===== src/rtl/fifo_pkg.sv =====
// Shared defaults and status-flag bundle for the parameterised FIFO.
package fifo_pkg;

  localparam int DEFAULT_DATA_WIDTH = 16;
  localparam int DEFAULT_DEPTH      = 8;

  typedef struct packed {
    logic full;
    logic empty;
    logic almostfull;
    logic almostempty;
    logic overflow;
    logic underflow;
    logic wr_ack;
  } fifo_status_t;

endpackage


===== src/rtl/fifo_mem.sv =====
// FIFO storage: DEPTH x DATA_WIDTH, one synchronous write port, one asynchronous read port.
module fifo_mem #(
  parameter int DATA_WIDTH = 16,
  parameter int DEPTH      = 8,
  parameter int AW         = 3
) (
  input  logic                  clk,
  input  logic                  we,
  input  logic [AW-1:0]         waddr,
  input  logic [DATA_WIDTH-1:0] wdata,
  input  logic [AW-1:0]         raddr,
  output logic [DATA_WIDTH-1:0] rdata
);

  // Not reset: stale words are unreachable once the pointers are equal.
  logic [DATA_WIDTH-1:0] mem [DEPTH];

  always_ff @(posedge clk) begin
    if (we) mem[waddr] <= wdata;
  end

  assign rdata = mem[raddr];

endmodule


===== src/rtl/fifo_param.sv =====
// Parameterised synchronous FIFO with occupancy count and status flags.
// Define FIFO_FWFT_EN for first-word-fall-through output; default is registered read.
module fifo_param
  import fifo_pkg::*;
#(
  parameter int DATA_WIDTH = DEFAULT_DATA_WIDTH,
  parameter int DEPTH      = DEFAULT_DEPTH,
  parameter int AF_THRESH  = DEPTH - 1,
  parameter int AE_THRESH  = 1
) (
  input  logic                         clk,
  input  logic                         rst,
  input  logic                         wr_en,
  input  logic                         rd_en,
  input  logic [DATA_WIDTH-1:0]        data_in,
  output logic [DATA_WIDTH-1:0]        data_out,
  output logic                         wr_ack,
  output logic                         overflow,
  output logic                         underflow,
  output logic                         full,
  output logic                         empty,
  output logic                         almostfull,
  output logic                         almostempty,
  output logic [$clog2(DEPTH+1)-1:0]   data_count
);

  localparam int CW = $clog2(DEPTH + 1);
  localparam int PW = (DEPTH > 1) ? $clog2(DEPTH) : 1;

  if (DEPTH < 2 || AE_THRESH < 0 || AE_THRESH >= AF_THRESH || AF_THRESH > DEPTH) begin : g_bad_params
    $fatal(1, "fifo_param: need DEPTH>=2 and 0<=AE_THRESH<AF_THRESH<=DEPTH");
  end

  logic [PW-1:0]         wr_ptr, rd_ptr;
  logic [CW-1:0]         count;
  logic                  ack_q, ovf_q, udf_q;
  logic                  wr_ok, rd_ok;
  logic [DATA_WIDTH-1:0] head;
  fifo_status_t          st;

  always_comb begin
    st             = '0;
    st.full        = (count == CW'(DEPTH));
    st.empty       = (count == '0);
    st.almostfull  = (count >= CW'(AF_THRESH));
    st.almostempty = (count != '0) && (count <= CW'(AE_THRESH));
    st.wr_ack      = ack_q;
    st.overflow    = ovf_q;
    st.underflow   = udf_q;
  end

  // Blocking is decided purely by the current count, so full+both does a read
  // only and empty+both does a write only.
  assign wr_ok = wr_en && !st.full;
  assign rd_ok = rd_en && !st.empty;

  fifo_mem #(.DATA_WIDTH(DATA_WIDTH), .DEPTH(DEPTH), .AW(PW)) u_mem (
    .clk   (clk),
    .we    (wr_ok && !rst),
    .waddr (wr_ptr),
    .wdata (data_in),
    .raddr (rd_ptr),
    .rdata (head)
  );

  always_ff @(posedge clk) begin
    if (rst) begin
      wr_ptr <= '0;
      rd_ptr <= '0;
      count  <= '0;
      ack_q  <= 1'b0;
      ovf_q  <= 1'b0;
      udf_q  <= 1'b0;
    end else begin
      if (wr_ok) wr_ptr <= (wr_ptr == PW'(DEPTH - 1)) ? '0 : wr_ptr + 1'b1;
      if (rd_ok) rd_ptr <= (rd_ptr == PW'(DEPTH - 1)) ? '0 : rd_ptr + 1'b1;
      case ({wr_ok, rd_ok})
        2'b10:   count <= count + 1'b1;
        2'b01:   count <= count - 1'b1;
        default: count <= count;
      endcase
      ack_q <= wr_ok;
      ovf_q <= wr_en && !wr_ok;
      udf_q <= rd_en && !rd_ok;
    end
  end

`ifdef FIFO_FWFT_EN
  assign data_out = st.empty ? '0 : head;
`else
  logic [DATA_WIDTH-1:0] dout_q;

  always_ff @(posedge clk) begin
    if (rst)        dout_q <= '0;
    else if (rd_ok) dout_q <= head;
  end

  assign data_out = dout_q;
`endif

  assign data_count  = count;
  assign full        = st.full;
  assign empty       = st.empty;
  assign almostfull  = st.almostfull;
  assign almostempty = st.almostempty;
  assign wr_ack      = st.wr_ack;
  assign overflow    = st.overflow;
  assign underflow   = st.underflow;

endmodule


===== config.mk =====
export PLATFORM = sky130hd
export DESIGN_NAME = fifo_param
export DESIGN_NICKNAME = d
export VERILOG_FILES = /design/src/rtl/fifo_pkg.sv /design/src/rtl/fifo_mem.sv /design/src/rtl/fifo_param.sv
export SDC_FILE = /design/constraint.sdc
export NUM_CORES = 1
export LEC_CHECK = 0
export ABC_AREA = 1
export CORE_MARGIN = 10
export CORE_UTILIZATION = 66
export CTS_BUF_LIST = sky130_fd_sc_hd__clkbuf_8
export CTS_CLUSTER_SIZE = 24
export DETAILED_ROUTE_END_ITERATION = 10
export DONT_BUFFER_PORTS = 1
export PLACE_DENSITY_LB_ADDON = 0.1
export SYNTH_ARGS = -nofsm -noshare
export SYNTH_HDL_FRONTEND = slang
export SYNTH_SLANG_ARGS = --single-unit

===== constraint.sdc =====
create_clock -name clk -period 2.82 [get_ports clk]
set_input_delay 0.564 -clock clk [delete_from_list [all_inputs] [get_ports clk]]
set_output_delay 0.564 -clock clk [all_outputs]
set_load 0.1 [all_outputs]

==> results of run 1 <==
[cell type report]
type                            count  share of cell area (%)
Timing Repair Buffer               32                    3.49
Clock inverter                     15                    1.67
Multi-Input combinational cell    355                    22.4
Tap cell                          133                    2.30
Clock buffer                       17                    3.23
Inverter                          113                    5.89
Sequential cell                   157                    61.1
[worst max-delay path: cells and delay by family (launching register included)]
| kind | cells | cell delay, ps |
|---|---|---|
| adders and majority gates | 2 | 650 |
| DFF | 1 | 330 |
| and+or+nand+nor | 7 | 1030 |
| buffers and inverters | 2 | 280 |
[flip-flops by register name, summed over array words and instances (netlist names)]
signal,flops
overflow,1
u_mem.mem,128
rd_ptr,3
underflow,1
data_out,16
wr_ptr,3
data_count,4
wr_ack,1
[path summary, 6_finish.rpt]
kind / endpoint / slack [ps] / cells past startpoint
max: data_count[3] / 440 / 11
min reg2reg: wr_ptr[0] / 540 / 2
max reg2reg: data_count[3] / 440 / 11
min: data_out[4] / 200 / 1
[power breakdown]
| group | leakage [nW] | internal (mW) | switching, mW |
|---|---|---|---|
| combinational | 1.52 | 0.493 | 1.31 |
| clock | 0.200 | 0.756 | 0.755 |
| sequential | 1.40 | 2.66 | 0.596 |
| total | 3.11 | 3.91 | 2.66 |
[cell families (layout without fill, tap and decap cells)]
kind of cell,Yosys count,in the layout
and+or+nand+nor,316,316
DFF,157,157
buffers and inverters,143,177
AOI/OAI and AO/OA,30,30
adders and majority gates,8,8
xor gates and xnor gates,1,1
[layout by cell type (no fill, tap or decap)]
master / n
o21a_1: 1
edfxtp_1: 128
a211oi_1: 5
clkinv_2: 4
o21ai_0: 2
nand2_2: 1
nor2_2: 2
nor2_1: 22
clkbuf_8: 17
dfxtp_2: 3
bufinv_16: 2
nand2_4: 1
a21oi_1: 21
inv_2: 4
inv_4: 1
nand3_1: 98
nand3_2: 2
buf_4: 31
clkinv_1: 2
ha_1: 8
buf_12: 1
inv_1: 113
clkinvlp_4: 2
dfxtp_1: 26
nand2_1: 186
nor3_1: 2
nand4_1: 2
xor2_1: 1
a22oi_1: 1
[layer usage]
| metal | vias to the layer above | global-route usage (%) | part of all wire [%] | routed length, µm |
|---|---|---|---|---|
| li1 | 2159 | - | - | - |
| met2 | 189 | 31.3 | 47 | 6470 |
| met1 | 2059 | 24.4 | 42 | 5750 |
| met3 | 27 | 5.96 | 8.9 | 1220 |
| met5 | - | 0 | 0 | 0 |
| met4 | 0 | 8.22 | 2.0 | 276 |
==> metrics, run 1 <==
min Tclk post-route=2380 ps; Adder-Cell Fraction of Synth Area=1.50%; VDD IR max=0.621 mV; Power Density=907 nW/µm²; vias in the first global route=4311; Fmax=0.421 GHz; crit path max fanout=23; fraction of final layout cells sized beyond drive strength 1=10.3%; CORE AREA=9820 µm²; clock skew=11.0 ps; Critical Path Start=data_count[0]; Initial Util=67.9%; Synth Area in XOR/XNOR=0.131%; Clock Tree Buf Depth=2; Crit Path Class=flip-flop to flip-flop; clock root cell=clkbuf_8; nets=704; FF+latch count, synth=157; H-tree depth=4; Fin Setup TNS=0 ps; RSZ-0062 raised after global routing=false; share of the synthesized area in the top cell type=57.7%; TritonCTS Sinks=157; setup violators final=0; CP peak stage delay=380 ps; vias post-DR=4434; Total Die Area=14500 µm²; DR DRC count=0; first-pass GRT wire length=22200 µm; Clock Latency Late Sink=430 ps; antenna violations before repair=0; Critical Path RT=3170 ps; cell count after synthesis=655; ys async rst share=0%; post-synthesis mux area share=0%; FF+latch area=4430 µm²; synth top area cells=edfxtp_1, nand2_1, dfxtp_1; postcts setup bufs=0; most frequent cell after synthesis=nand2_1; Port Buffer Count=0; cts bufs inserted=17; DP Wirelength=8460 µm; WL/cell=16.7 µm; Ant. Diodes=0; Area after DPL=6890 µm²; CTS-repair resized insts=0; most common flop cell mapped by yosys=edfxtp_1; worst min path class=input pin to flip-flop; hold path startpoint=rst; fillcell total=702; crit end category=flip-flop; pre-CTS WS=502 ps; Die X=120 µm; Vias/cell=5.39; area leader, netlist=edfxtp_1; maxcap violations=0; grt ovf=0; Rows=36; chip height=120 µm; P&R area growth vs syn=8.79%; multi-input logic area=1620 µm²; sequential share of the synthesized area=66.4%; EDFF count, synth=128; final wirelength=13700 µm; status=completed; LEAKAGE=3.11 nW; post-synthesis simple-gate area fraction=20.1%; hold buffers post-CTS=0; final hold slack=195 ps; Post-Layout Inst Area=7250 µm²; io pins=47; Mapped Area=6660 µm²; Syn Area/Cell=10.2 µm²; GRT Total Usage=19.6%; worst rel slew slack=32.7%; Mapped Nets=683; Netlist cell types=27; remaining antenna violation count after routing=0; Critical Path AT=2730 ps; Clk pin slew, worst setup/hold paths=80 ps; final instance count without filler cells=822; DR iter-0 viols=390; Period Utilization, post-route=84.3%; total power draw=6.58 mW; CTS tree=yes; RePlAce Congestion=0.825; Worst Max-Slew Pin Slew=1010 ps; pin count of the biggest net entering global routing=67; largest family of logic cells by synthesized area=simple AND/OR/NAND/NOR gates; post-synthesis compound-gate area fraction=2.52%; RR Startpoint=data_count[0]; Final Slew Violations=0; Setup crit start kind=flip-flop; final core area utilization=73.8%; DRT Pass-1 Iters=5; fin worst setup slack=444 ps; Final Hold Viols=0; placed cells=790; Synth warnings=0; critical path's slowest cell=ha_1; crit-path cells=inv_1 > ha_1 > nand3_2 > nand2_4 > inv_4 > ha_1 > nor2_1 > nand4_1 > nand2_1 > nor2_1 > nor3_1; top cells by count, synth=nand2_1, edfxtp_1, inv_1, nand3_1, dfxtp_1
No activity file was read; power rests on OpenSTA's default activity.
==> run 2: changes to the inputs <==
ABC_AREA = 0   (was 1)
CORE_UTILIZATION = 59   (was 66)
clock period = 1.95 ns   (was 2.82 ns; I/O delays follow)
==> run 2 against run 1 <==
The flow now finishes with violations (setup timing). Clock skew fell by 1.1 ps. Sequential share of layout area shrank 1.7 points. Die area grew 1.4%. Critical path type is now flip-flop to primary output. Critical endpoint is now empty. Largest power group unchanged. Highest routed layer unchanged.
==> metrics, run 2 <==
clock root cell=clkbuf_8; total power draw=9.67 mW; vias post-DR=3430; grt ovf=0; DR iter-0 viols=266; nets=458; Internal=6.21 mW; synth top area cells=edfxtp_1, mux2i_1, dfxtp_1; Die X=121 µm; most frequent cells in the layout=edfxtp_1, mux2i_1, buf_4; hold path startpoint=data_in[12]; VDD IR max=0.807 mV; setup violators final=118; Critical Path RT=1560 ps; sequential share of the synthesized area=73.0%; Final Slew Violations=0; vias in the first global route=3542; Port Buffer Count=0; RR Startpoint=data_count[0]; DP Wirelength=7390 µm; cts bufs inserted=17; CTS tree=yes; placed cells=533; Total Die Area=14700 µm²; most common flop cell mapped by yosys=edfxtp_1; clock skew=9.92 ps; share of the synthesized area in the top cell type=63.4%; top cells by count, synth=edfxtp_1, mux2i_1, a22oi_1, dfxtp_1, a32o_1; commonest non-fill, non-tap cell in the layout=edfxtp_1; Ant. Diodes=0; failing checks=setup timing; io pins=47; reg2reg setup slack=-140 ps; CORE AREA=9910 µm²; Clock Tree Buf Depth=2; Clock Latency Late Sink=450 ps; Initial Util=61.1%; Mapped Nets=391; Period Utilization, post-route=109%; GRT Total Usage=17.8%; fin worst setup slack=-178 ps; crit path max fanout=2; EDFF count, synth=128; FF-to-FF End=u_mem.mem[4][1]; worst rel slew slack=63.6%; DRT Pass-1 Iters=4; Clk pin slew, worst setup/hold paths=90 ps; Critical Path Start=data_count[1]; final instance count without filler cells=576; Vias/cell=5.95; RSZ-0062 raised after global routing=true; crit end category=primary output; Rows=36; Synth warnings=0; Netlist cell types=33; Largest Register=u_mem.mem; Fmax=0.470 GHz; Power Density=1290 nW/µm²; LEAKAGE=2.51 nW; Crit Path Class=flip-flop to primary output; Psw=3.47 mW; Setup crit start kind=flip-flop; status=finished with violations; Reg power frac=40.9%; R2R depth=9; Worst Max-Slew Pin Slew=545 ps; Logic pwr share=33.8%; Min-Delay Endpoint=u_mem.mem[6][12]; antenna violations before repair=0; chip height=121 µm; FF+latch count, synth=157; Final Hold Viols=0; H-tree depth=4; final hold slack=29.5 ps; TritonCTS Sinks=157; Syn Area/Cell=16.7 µm²; final wirelength=12500 µm; cell count after synthesis=363; Critical Path AT=1740 ps; area leader, netlist=edfxtp_1; DR DRC count=0; sw frac=35.8%; Clock power frac=25.3%; remaining antenna violation count after routing=0; most frequent cell after synthesis=edfxtp_1; P&R area growth vs syn=23.4%; pin count of the biggest net entering global routing=37; first-pass GRT wire length=19600 µm; maxcap violations=0; worst min path class=input pin to flip-flop; ys async rst share=0%; Largest register FFs=128; Hold Crit Depth=0; RePlAce Congestion=0.759; Mapped Area=6060 µm²; WL/cell=21.7 µm; fraction of final layout cells sized beyond drive strength 1=29.1%; min Tclk post-route=2130 ps
## run 2: area by class of cell
type / count / area (µm²)
flip-flops and latches: 157 / 4440
fillers: 573 / 2430
multi-input cells: 182 / 1660
repair buffers: 67 / 762
clock buffers: 17 / 234
clock inverters: 15 / 181
well taps: 133 / 166
inverters: 5 / 32.5
## run 2: cells by family after synthesis
family                     share of synthesized area [%]
buffers and inverters                               2.27
muxes                                               10.7
adders and majority gates                           1.65
and+or+nand+nor                                     4.01
AOI/OAI and AO/OA                                   7.89
xor gates and xnor gates                           0.434
DFF                                                 73.0
## run 2: worst max-delay path by stage
| stage | to | depth (start not counted) |
|---|---|---|
| CTS | empty | 7 |
| global placement | data_out[0] | 7 |
| floorplan | u_mem.mem[0][0] | 6 |
| detailed placement | data_out[0] | 7 |
| finish | empty | 6 |
| global route | almostempty | 6 |
## run 2: routing by layer
metal / global-route usage (%) / wire length [µm]
met4: 7.15 / 177
met2: 28.5 / 6270
met1: 22.3 / 5210
met5: 0 / 0
met3: 5.21 / 815
## run 2: per-stage QoR
step / worst slack, ps / instance area [µm²] / setup TNS [ps] / util (%)
final: -178 / 7480 / -9320 / 75.5
after global routing: -243 / 7480 / -20280 / 75.5
after detailed placement: -66.7 / 6880 / -866 / 69.4
after global placement: 12.4 / 6880 / 0 / 69.4
after CTS: -242 / 7490 / -11370 / 75.5
after floorplan: -963 / 6210 / -95770 / -
## run 2: what timing repair did
action | 4_1_cts | 5_1_grt
pin swaps | 8 | 6
hold buffers | 1 | 1
gates cloned | 1 | 0
buffers inserted | 10 | 1
setup endpoints to repair | 37 | 135
gates resized for setup | 18 | 8
hold endpoints to repair | 10 | 2
## run 2: power groups by stage
stage / clock network, mW / registers [mW] / logic, mW
6_report: 2.44 / 3.96 / 3.27
3_5_place_dp: 0 / 4.02 / 3.06
4_1_cts: 2.48 / 3.96 / 3.26
5_1_grt: 2.62 / 3.98 / 3.43
3_3_place_gp: 0 / 4.02 / 3.01
2_1_floorplan: 0 / 4.92 / 1.43
## run 2: worst max-delay path, cell delays in order, from the launching register on
cell	delay, ps
dfxtp_4	360
inv_4	60
ha_4	130
or3b_4	390
buf_6	140
inv_6	50
buf_12	160
